<file path="src/rtl/subleq_engine_if.sv">
// ============================================================================
// Module   : subleq_engine_if
// Purpose  : Single-port memory request/ack bus between the engine and memory.
// Revision : 1.0 - initial release
// ============================================================================
`timescale 1ns/1ps
`default_nettype none

interface subleq_engine_if #(
  parameter int DATA_W = 64,
  parameter int ADDR_W = 16
);
  logic              mem_req;
  logic              mem_we;
  logic [ADDR_W-1:0] mem_addr;
  logic [DATA_W-1:0] mem_wdata;
  logic [DATA_W-1:0] mem_rdata;
  logic              mem_ack;

  modport master (
    output mem_req, mem_we, mem_addr, mem_wdata,
    input  mem_rdata, mem_ack
  );

  modport slave (
    input  mem_req, mem_we, mem_addr, mem_wdata,
    output mem_rdata, mem_ack
  );
endinterface

`default_nettype wire

</file>
<file path="src/rtl/subleq_engine.sv">
// ============================================================================
// Module   : subleq_engine
// Purpose  : Multi-cycle SUBLEQ/SUBNEG processor over a request/ack memory.
// Revision : 1.0 - initial release
// ============================================================================
`timescale 1ns/1ps
`default_nettype none

module subleq_engine #(
  parameter int DATA_W      = 64,
  parameter int ADDR_W      = 16,
  parameter int BRANCH_MODE = 0
) (
  input  logic              clk,
  input  logic              rst,
  input  logic              start,
  input  logic [ADDR_W-1:0] start_pc,
  subleq_engine_if.master   mem,
  output logic              busy,
  output logic              halted,
  output logic [ADDR_W-1:0] pc,
  output logic [31:0]       instr_count
);

  typedef enum logic [3:0] {
    S_IDLE    = 4'd0,
    S_FETCH_A = 4'd1,
    S_FETCH_B = 4'd2,
    S_FETCH_C = 4'd3,
    S_READ_A  = 4'd4,
    S_READ_B  = 4'd5,
    S_EXEC    = 4'd6,
    S_WRITE   = 4'd7,
    S_HALTED  = 4'd8
  } state_t;

  localparam logic [ADDR_W-1:0] c_halt_pc = '1;

  state_t            r_state;
  logic [ADDR_W-1:0] r_pc, r_a, r_b, r_c;
  logic [DATA_W-1:0] r_op_a, r_op_b, r_result;
  logic [31:0]       r_count;
  logic              r_req, r_we;
  logic [ADDR_W-1:0] r_addr;
  logic [DATA_W-1:0] r_wdata;

  logic [DATA_W-1:0] w_diff;
  logic              w_taken;
  logic              w_xfer;
  logic [ADDR_W-1:0] w_pc_next;
  logic [ADDR_W-1:0] w_rd_addr;

  assign w_diff    = r_op_b - r_op_a;
  // Branch decision uses the result registered in EXEC, held through WRITE.
  assign w_taken   = (BRANCH_MODE == 0) ? (r_result[DATA_W-1] || (r_result == '0))
                                        : r_result[DATA_W-1];
  assign w_xfer    = r_req && mem.mem_ack;
  assign w_pc_next = w_taken ? r_c : r_pc + ADDR_W'(3);
  assign w_rd_addr = mem.mem_rdata[ADDR_W-1:0];

  always_ff @(posedge clk) begin
    if (rst) begin
      r_state  <= S_IDLE;
      r_pc     <= '0;
      r_a      <= '0;
      r_b      <= '0;
      r_c      <= '0;
      r_op_a   <= '0;
      r_op_b   <= '0;
      r_result <= '0;
      r_count  <= '0;
      r_req    <= 1'b0;
      r_we     <= 1'b0;
      r_addr   <= '0;
      r_wdata  <= '0;
    end else begin
      case (r_state)
        S_IDLE, S_HALTED: begin
          if (start) begin
            r_pc    <= start_pc;
            r_count <= '0;
            r_req   <= 1'b1;
            r_we    <= 1'b0;
            r_addr  <= start_pc;
            r_wdata <= '0;
            r_state <= S_FETCH_A;
          end
        end
        S_FETCH_A: if (w_xfer) begin
          r_a     <= w_rd_addr;
          r_addr  <= r_pc + ADDR_W'(1);
          r_state <= S_FETCH_B;
        end
        S_FETCH_B: if (w_xfer) begin
          r_b     <= w_rd_addr;
          r_addr  <= r_pc + ADDR_W'(2);
          r_state <= S_FETCH_C;
        end
        S_FETCH_C: if (w_xfer) begin
          r_c     <= w_rd_addr;
          r_addr  <= r_a;
          r_state <= S_READ_A;
        end
        S_READ_A: if (w_xfer) begin
          r_op_a  <= mem.mem_rdata;
          r_addr  <= r_b;
          r_state <= S_READ_B;
        end
        S_READ_B: if (w_xfer) begin
          r_op_b  <= mem.mem_rdata;
          r_req   <= 1'b0;
          r_state <= S_EXEC;
        end
        S_EXEC: begin
          r_result <= w_diff;
          r_req    <= 1'b1;
          r_we     <= 1'b1;
          r_addr   <= r_b;
          r_wdata  <= w_diff;
          r_state  <= S_WRITE;
        end
        S_WRITE: if (w_xfer) begin
          r_count <= r_count + 32'd1;
          r_we    <= 1'b0;
          r_wdata <= '0;
          r_pc    <= w_pc_next;
          // A taken branch to the all-ones address is the halt idiom.
          if (w_taken && (r_c == c_halt_pc)) begin
            r_req   <= 1'b0;
            r_state <= S_HALTED;
          end else begin
            r_addr  <= w_pc_next;
            r_state <= S_FETCH_A;
          end
        end
        default: begin
          r_req   <= 1'b0;
          r_we    <= 1'b0;
          r_state <= S_IDLE;
        end
      endcase
    end
  end

  assign mem.mem_req   = r_req;
  assign mem.mem_we    = r_we;
  assign mem.mem_addr  = r_addr;
  assign mem.mem_wdata = r_wdata;

  assign busy        = (r_state != S_IDLE) && (r_state != S_HALTED);
  assign halted      = (r_state == S_HALTED);
  assign pc          = r_pc;
  assign instr_count = r_count;

endmodule

`default_nettype wire

</file>
<file path="src/flat_wrapper.sv">
// flat-port wrapper written by rule: the top's interface ports become plain ports
module subleq_engine_flat 
#(
  parameter int DATA_W      = 64,
  parameter int ADDR_W      = 16,
  parameter int BRANCH_MODE = 0
)
  (clk, rst, start, start_pc, busy, halted, pc, instr_count, mem_mem_req, mem_mem_we, mem_mem_addr, mem_mem_wdata, mem_mem_rdata, mem_mem_ack);
  subleq_engine_if #(.DATA_W(DATA_W), .ADDR_W(ADDR_W)) mem_i ();
  input  logic clk;
  input  logic rst;
  input  logic start;
  input  logic [ADDR_W-1:0] start_pc;
  output logic busy;
  output logic halted;
  output logic [ADDR_W-1:0] pc;
  output logic [31:0] instr_count;
  output wire logic [$bits(mem_i.mem_req)-1:0] mem_mem_req;
  output wire logic [$bits(mem_i.mem_we)-1:0] mem_mem_we;
  output wire logic [$bits(mem_i.mem_addr)-1:0] mem_mem_addr;
  output wire logic [$bits(mem_i.mem_wdata)-1:0] mem_mem_wdata;
  input wire logic [$bits(mem_i.mem_rdata)-1:0] mem_mem_rdata;
  input wire logic [$bits(mem_i.mem_ack)-1:0] mem_mem_ack;
  assign mem_mem_req = mem_i.mem_req;
  assign mem_mem_we = mem_i.mem_we;
  assign mem_mem_addr = mem_i.mem_addr;
  assign mem_mem_wdata = mem_i.mem_wdata;
  assign mem_i.mem_rdata = mem_mem_rdata;
  assign mem_i.mem_ack = mem_mem_ack;
  subleq_engine #(.DATA_W(DATA_W), .ADDR_W(ADDR_W), .BRANCH_MODE(BRANCH_MODE)) u_core (.clk(clk), .rst(rst), .start(start), .start_pc(start_pc), .mem(mem_i), .busy(busy), .halted(halted), .pc(pc), .instr_count(instr_count));
endmodule
</file>
<file path="config.mk">
export PLATFORM = sky130hd
export DESIGN_NAME = subleq_engine_flat
export DESIGN_NICKNAME = d
export VERILOG_FILES = /design/src/rtl/subleq_engine_if.sv /design/src/rtl/subleq_engine.sv /design/src/flat_wrapper.sv
export SDC_FILE = /design/constraint.sdc
export NUM_CORES = 1
export LEC_CHECK = 0
export CAP_MARGIN = 15
export CORE_MARGIN = 2
export CORE_UTILIZATION = 50
export CTS_CLUSTER_SIZE = 16
export DETAILED_ROUTE_END_ITERATION = 8
export PLACE_DENSITY = 0.72
export SLEW_MARGIN = 20
export SYNTH_ARGS = -nofsm -noshare
export SYNTH_HDL_FRONTEND = slang
export SYNTH_SLANG_ARGS = --single-unit
</file>
<file path="constraint.sdc">
create_clock -name clk -period 6.7 [get_ports clk]
set_clock_uncertainty 0.1 [all_clocks]
set_input_delay 1.005 -clock clk [delete_from_list [all_inputs] [get_ports clk]]
set_output_delay 1.005 -clock clk [all_outputs]
set_load 0.1 [all_outputs]
</file>
==> impl_metrics.json <==
{
  "postRouteWirelength_um": 56300,
  "rsz0062_at_grt": "false",
  "timing.setup.tns_ps": 0,
  "final_design_area_no_fill_mm2": 0.0224,
  "grt_pass1_wl_um": 89200,
  "rr_endpoint": "u_core.mem.mem_wdata[63]$_SDFFE_PP0P_",
  "yosysTopAreaCellShare_pct": 40.1,
  "ys_types": 81,
  "wl_per_cell_um": 18.3,
  "worst_hold_path.num_cells": 2,
  "whs_endpoint": "u_core.mem.mem_wdata[45]$_SDFFE_PP0P_",
  "critical-path-slowest-cell": "clkdlybuf4s50_1",
  "cpLargestDelayFamily": "buffers and inverters",
  "setup_violations": 0,
  "worstPathMaxFanout": 21,
  "grt_overflow_total": 0,
  "clkTransAtPathRegs_ps": 60,
  "dieHeight_um": 197,
  "timing_worst_slew_pin_value_ps": 1100,
  "power.switching_fraction_pct": 28.5,
  "async_flop_share_pct": 0,
  "cp_peak_stage_delay_ps": 1150,
  "drtIter0Drc": 1349,
  "clock_tree.buffer_depth": 3,
  "cp.buffers_inverters": 1,
  "path_class": "reg -> out",
  "top_layer_used": "met5",
  "synth.largest_area_cell": "dfxtp_1",
  "drcViolationCount": 0,
  "p_clk_share_pct": 42.1,
  "timing.hold.worst.class": "reg -> reg",
  "cts_hold_repair.buffers": 0,
  "grt_max_degree": 110,
  "finalCritPeriodShare_pct": 61.3,
  "synth_warnings": 0,
  "post-route-util_pct": 61.0,
  "dp_hpwl_um": 40900,
  "timing.reg2reg.setup_slack_ps": 3010,
  "postSynth.topFlopCell": "dfxtp_1",
  "met2_length_um": 25300,
  "power.sequential.fraction_pct": 43.7,
  "fmax_ghz": 0.243,
  "syn_to_final_growth_pct": 19.7,
  "boundaryPins": 216,
  "comb_power_share_pct": 14.2,
  "vdd_drop_max_mv": 0.164,
  "route.met3.wl_um": 3850,
  "clock_tree_from_tritoncts": "done",
  "report.power.total_uw": 5330,
  "crit-reg2reg-launch": "u_core.r_op_a[13]$_SDFFE_PP0P_",
  "synth_top_cells_by_area": "dfxtp_1, nand2_1, a21oi_1",
  "routed-via-count": 17900,
  "final_period_minus_worst_setup_slack_ps": 4110,
  "synth_sequential_area_ratio_pct": 40.1,
  "detail_route.first_pass.iterations": 7,
  "io_buffer_count": 215,
  "power_density_mw_per_mm2": 238,
  "postCtsSetupRepairBufs": 0,
  "power_switching_uw": 1520,
  "tritoncts.num_buffers": 40,
  "post_drt_via_cell_ratio": 5.81,
  "finish.net_count": 2731,
  "placement.cell_area_mm2": 0.0211,
  "fraction_of_final_layout_cells_sized_beyond_drive_strength_1_pct": 4.68,
  "timing_hold_violations_final": 0,
  "reg2reg_depth": 11,
  "slew_viol_final": 0,
  "max_capacitance_violation_count": 0,
  "clock-sinks": 374,
  "slew_headroom_pct": 26.4,
  "globalplace.congestion": 0.967,
  "grt_antenna_before_repair": 2,
  "critPathRequiredTime_ps": 5590,
  "status": "complete, no violations",
  "route.layer.met1.wl_um": 25600,
  "ys_ff_latch": 374,
  "number_of_global_route_vias_before_repair": 16700,
  "global_route_usage_over_all_layers_pct": 28.5,
  "cp_data_arrival_time_ps": 3000,
  "power_report.internal_total_uw": 3810,
  "initial_utilization_pct": 50.9,
  "postSynthCellCount": 2452,
  "cts_root_buffer": "clkbuf_16",
  "syn_area_per_cell_um2": 7.62,
  "die_area_mm2": 0.0389,
  "cts_resized": 0,
  "min-delay-start": "u_core.mem.mem_wdata[45]$_SDFFE_PP0P_",
  "rows": 70,
  "drtAntennaViolNets": 0,
  "fill_cells": 3368,
  "h_tree_lvls": 2,
  "crit_chain": "or3_1 > nor2_1 > clkdlybuf4s50_1",
  "clock_latency_ps": 570,
  "setup.worst_path.end_class": "output port",
  "fp.coreArea_mm2": 0.0367,
  "postSynthNetCount": 2605,
  "critical_path.startpoint_type": "register",
  "static-leakage-power_uw": 0.00855,
  "floorplan.die.width_um": 197,
  "synth_enable_flop_cells": 0,
  "syn-cell-area_mm2": 0.0187
}
## worst max path at each step
stage	from	to	slack, ps	cells after the start
after floorplan	u_core.r_state[1]$_SDFFE_PP0P_	halted	2790	4
after global placement	mem_mem_ack	u_core.instr_count[28]$_SDFFE_PP0P_	2660	10
after detailed placement	mem_mem_ack	u_core.instr_count[28]$_SDFFE_PP0P_	2570	10
after CTS	u_core.r_state[0]$_SDFFE_PP0P_	halted	2600	3
after global routing	u_core.r_state[0]$_SDFFE_PP0P_	halted	2500	3
final	u_core.r_state[0]$_SDFFE_PP0P_	halted	2590	3
## through the flow
stage	std cells	setup slack [ps]	hold WS [ps]
global placement	3004	2660	331
global route	3074	2500	363
finish	3075	2590	343
floorplan	2452	2790	322
detailed placement	3004	2570	333
CTS	3074	2600	343
## power groups by stage
stage	clock network (uW)	logic, uW	registers [uW]
global placement	0	746	2380
floorplan	0	288	2600
CTS	2280	753	2330
global route	2370	798	2340
finish	2240	759	2330
detailed placement	0	751	2380
## cell families after synthesis
family          count (synthesis)  synth area share [%]
flops                         374                  40.1
buf+inv                       244                  4.99
xor+xnor                      103                  4.83
mux                             9                 0.495
fa+ha+maj                      69                  4.66
compound gates                668                  22.4
simple gates                  985                  22.5
## sequential cells by signal (all words and copies together), names as in the netlist, 16 cells and up
name,flops
u_core.instr_count,32
u_core.mem.mem_addr,16
u_core.mem.mem_wdata,64
u_core.pc,16
u_core.r_a,16
u_core.r_b,16
u_core.r_c,16
u_core.r_op_a,64
u_core.r_op_b,64
u_core.r_result,64
## worst min-delay path: cells and delay by family, from the launching register on
kind             cells  cell delay, ps
DFF                  1             300
and+or+nand+nor      2              90
## synth_stat cells (13+ instances only)
| master | n |
|---|---|
| o21ai_1 | 17 |
| nand3_1 | 39 |
| dfxtp_1 | 374 |
| nand2_1 | 619 |
| nor2_1 | 146 |
| o21bai_1 | 24 |
| or3_1 | 19 |
| clkbuf_1 | 138 |
| and3_1 | 20 |
| xnor2_1 | 57 |
| xor2_1 | 46 |
| o21ai_0 | 50 |
| ha_1 | 68 |
| o211ai_1 | 17 |
| a211oi_1 | 18 |
| nor3_1 | 28 |
| nor4_1 | 21 |
| a31oi_1 | 13 |
| a21o_1 | 40 |
| a21oi_1 | 347 |
| a22o_1 | 31 |
| inv_1 | 90 |
| nand4_1 | 44 |
| buf_2 | 13 |
## cells in the final DEF (no fill, tap or decap), types with 20 or more instances in the layout
cell,instances
a22o_1,31
dfxtp_1,374
nor4_1,21
a21oi_1,347
ha_1,68
o21ai_0,50
and3_1,20
inv_1,90
nor3_1,27
xnor2_1,57
a21o_1,40
xor2_1,46
buf_4,23
o21bai_1,24
nand2_1,619
clkbuf_16,41
nand3_1,39
clkdlybuf4s50_1,214
nor2_1,142
nand4_1,44
## final cells by class
type	count	area [um^2]	area share [%]
sequential	374	7490	33.5
tap	468	586	2.62
antenna	1	2.50	0.0112
timing repair buffer	238	2330	10.4
clock inverter	14	180	0.805
inverter	90	338	1.51
multi-input combinational	1834	10300	46.1
clock buffer	56	1130	5.06
## metal layers
layer | track usage, % | up-vias
met2 | 45.1 | 626
met4 | 9.69 | 2
li1 | - | 8709
met3 | 3.84 | 102
met5 | 0 | -
met1 | 40.0 | 8426
(Power assumes the default switching activity.)
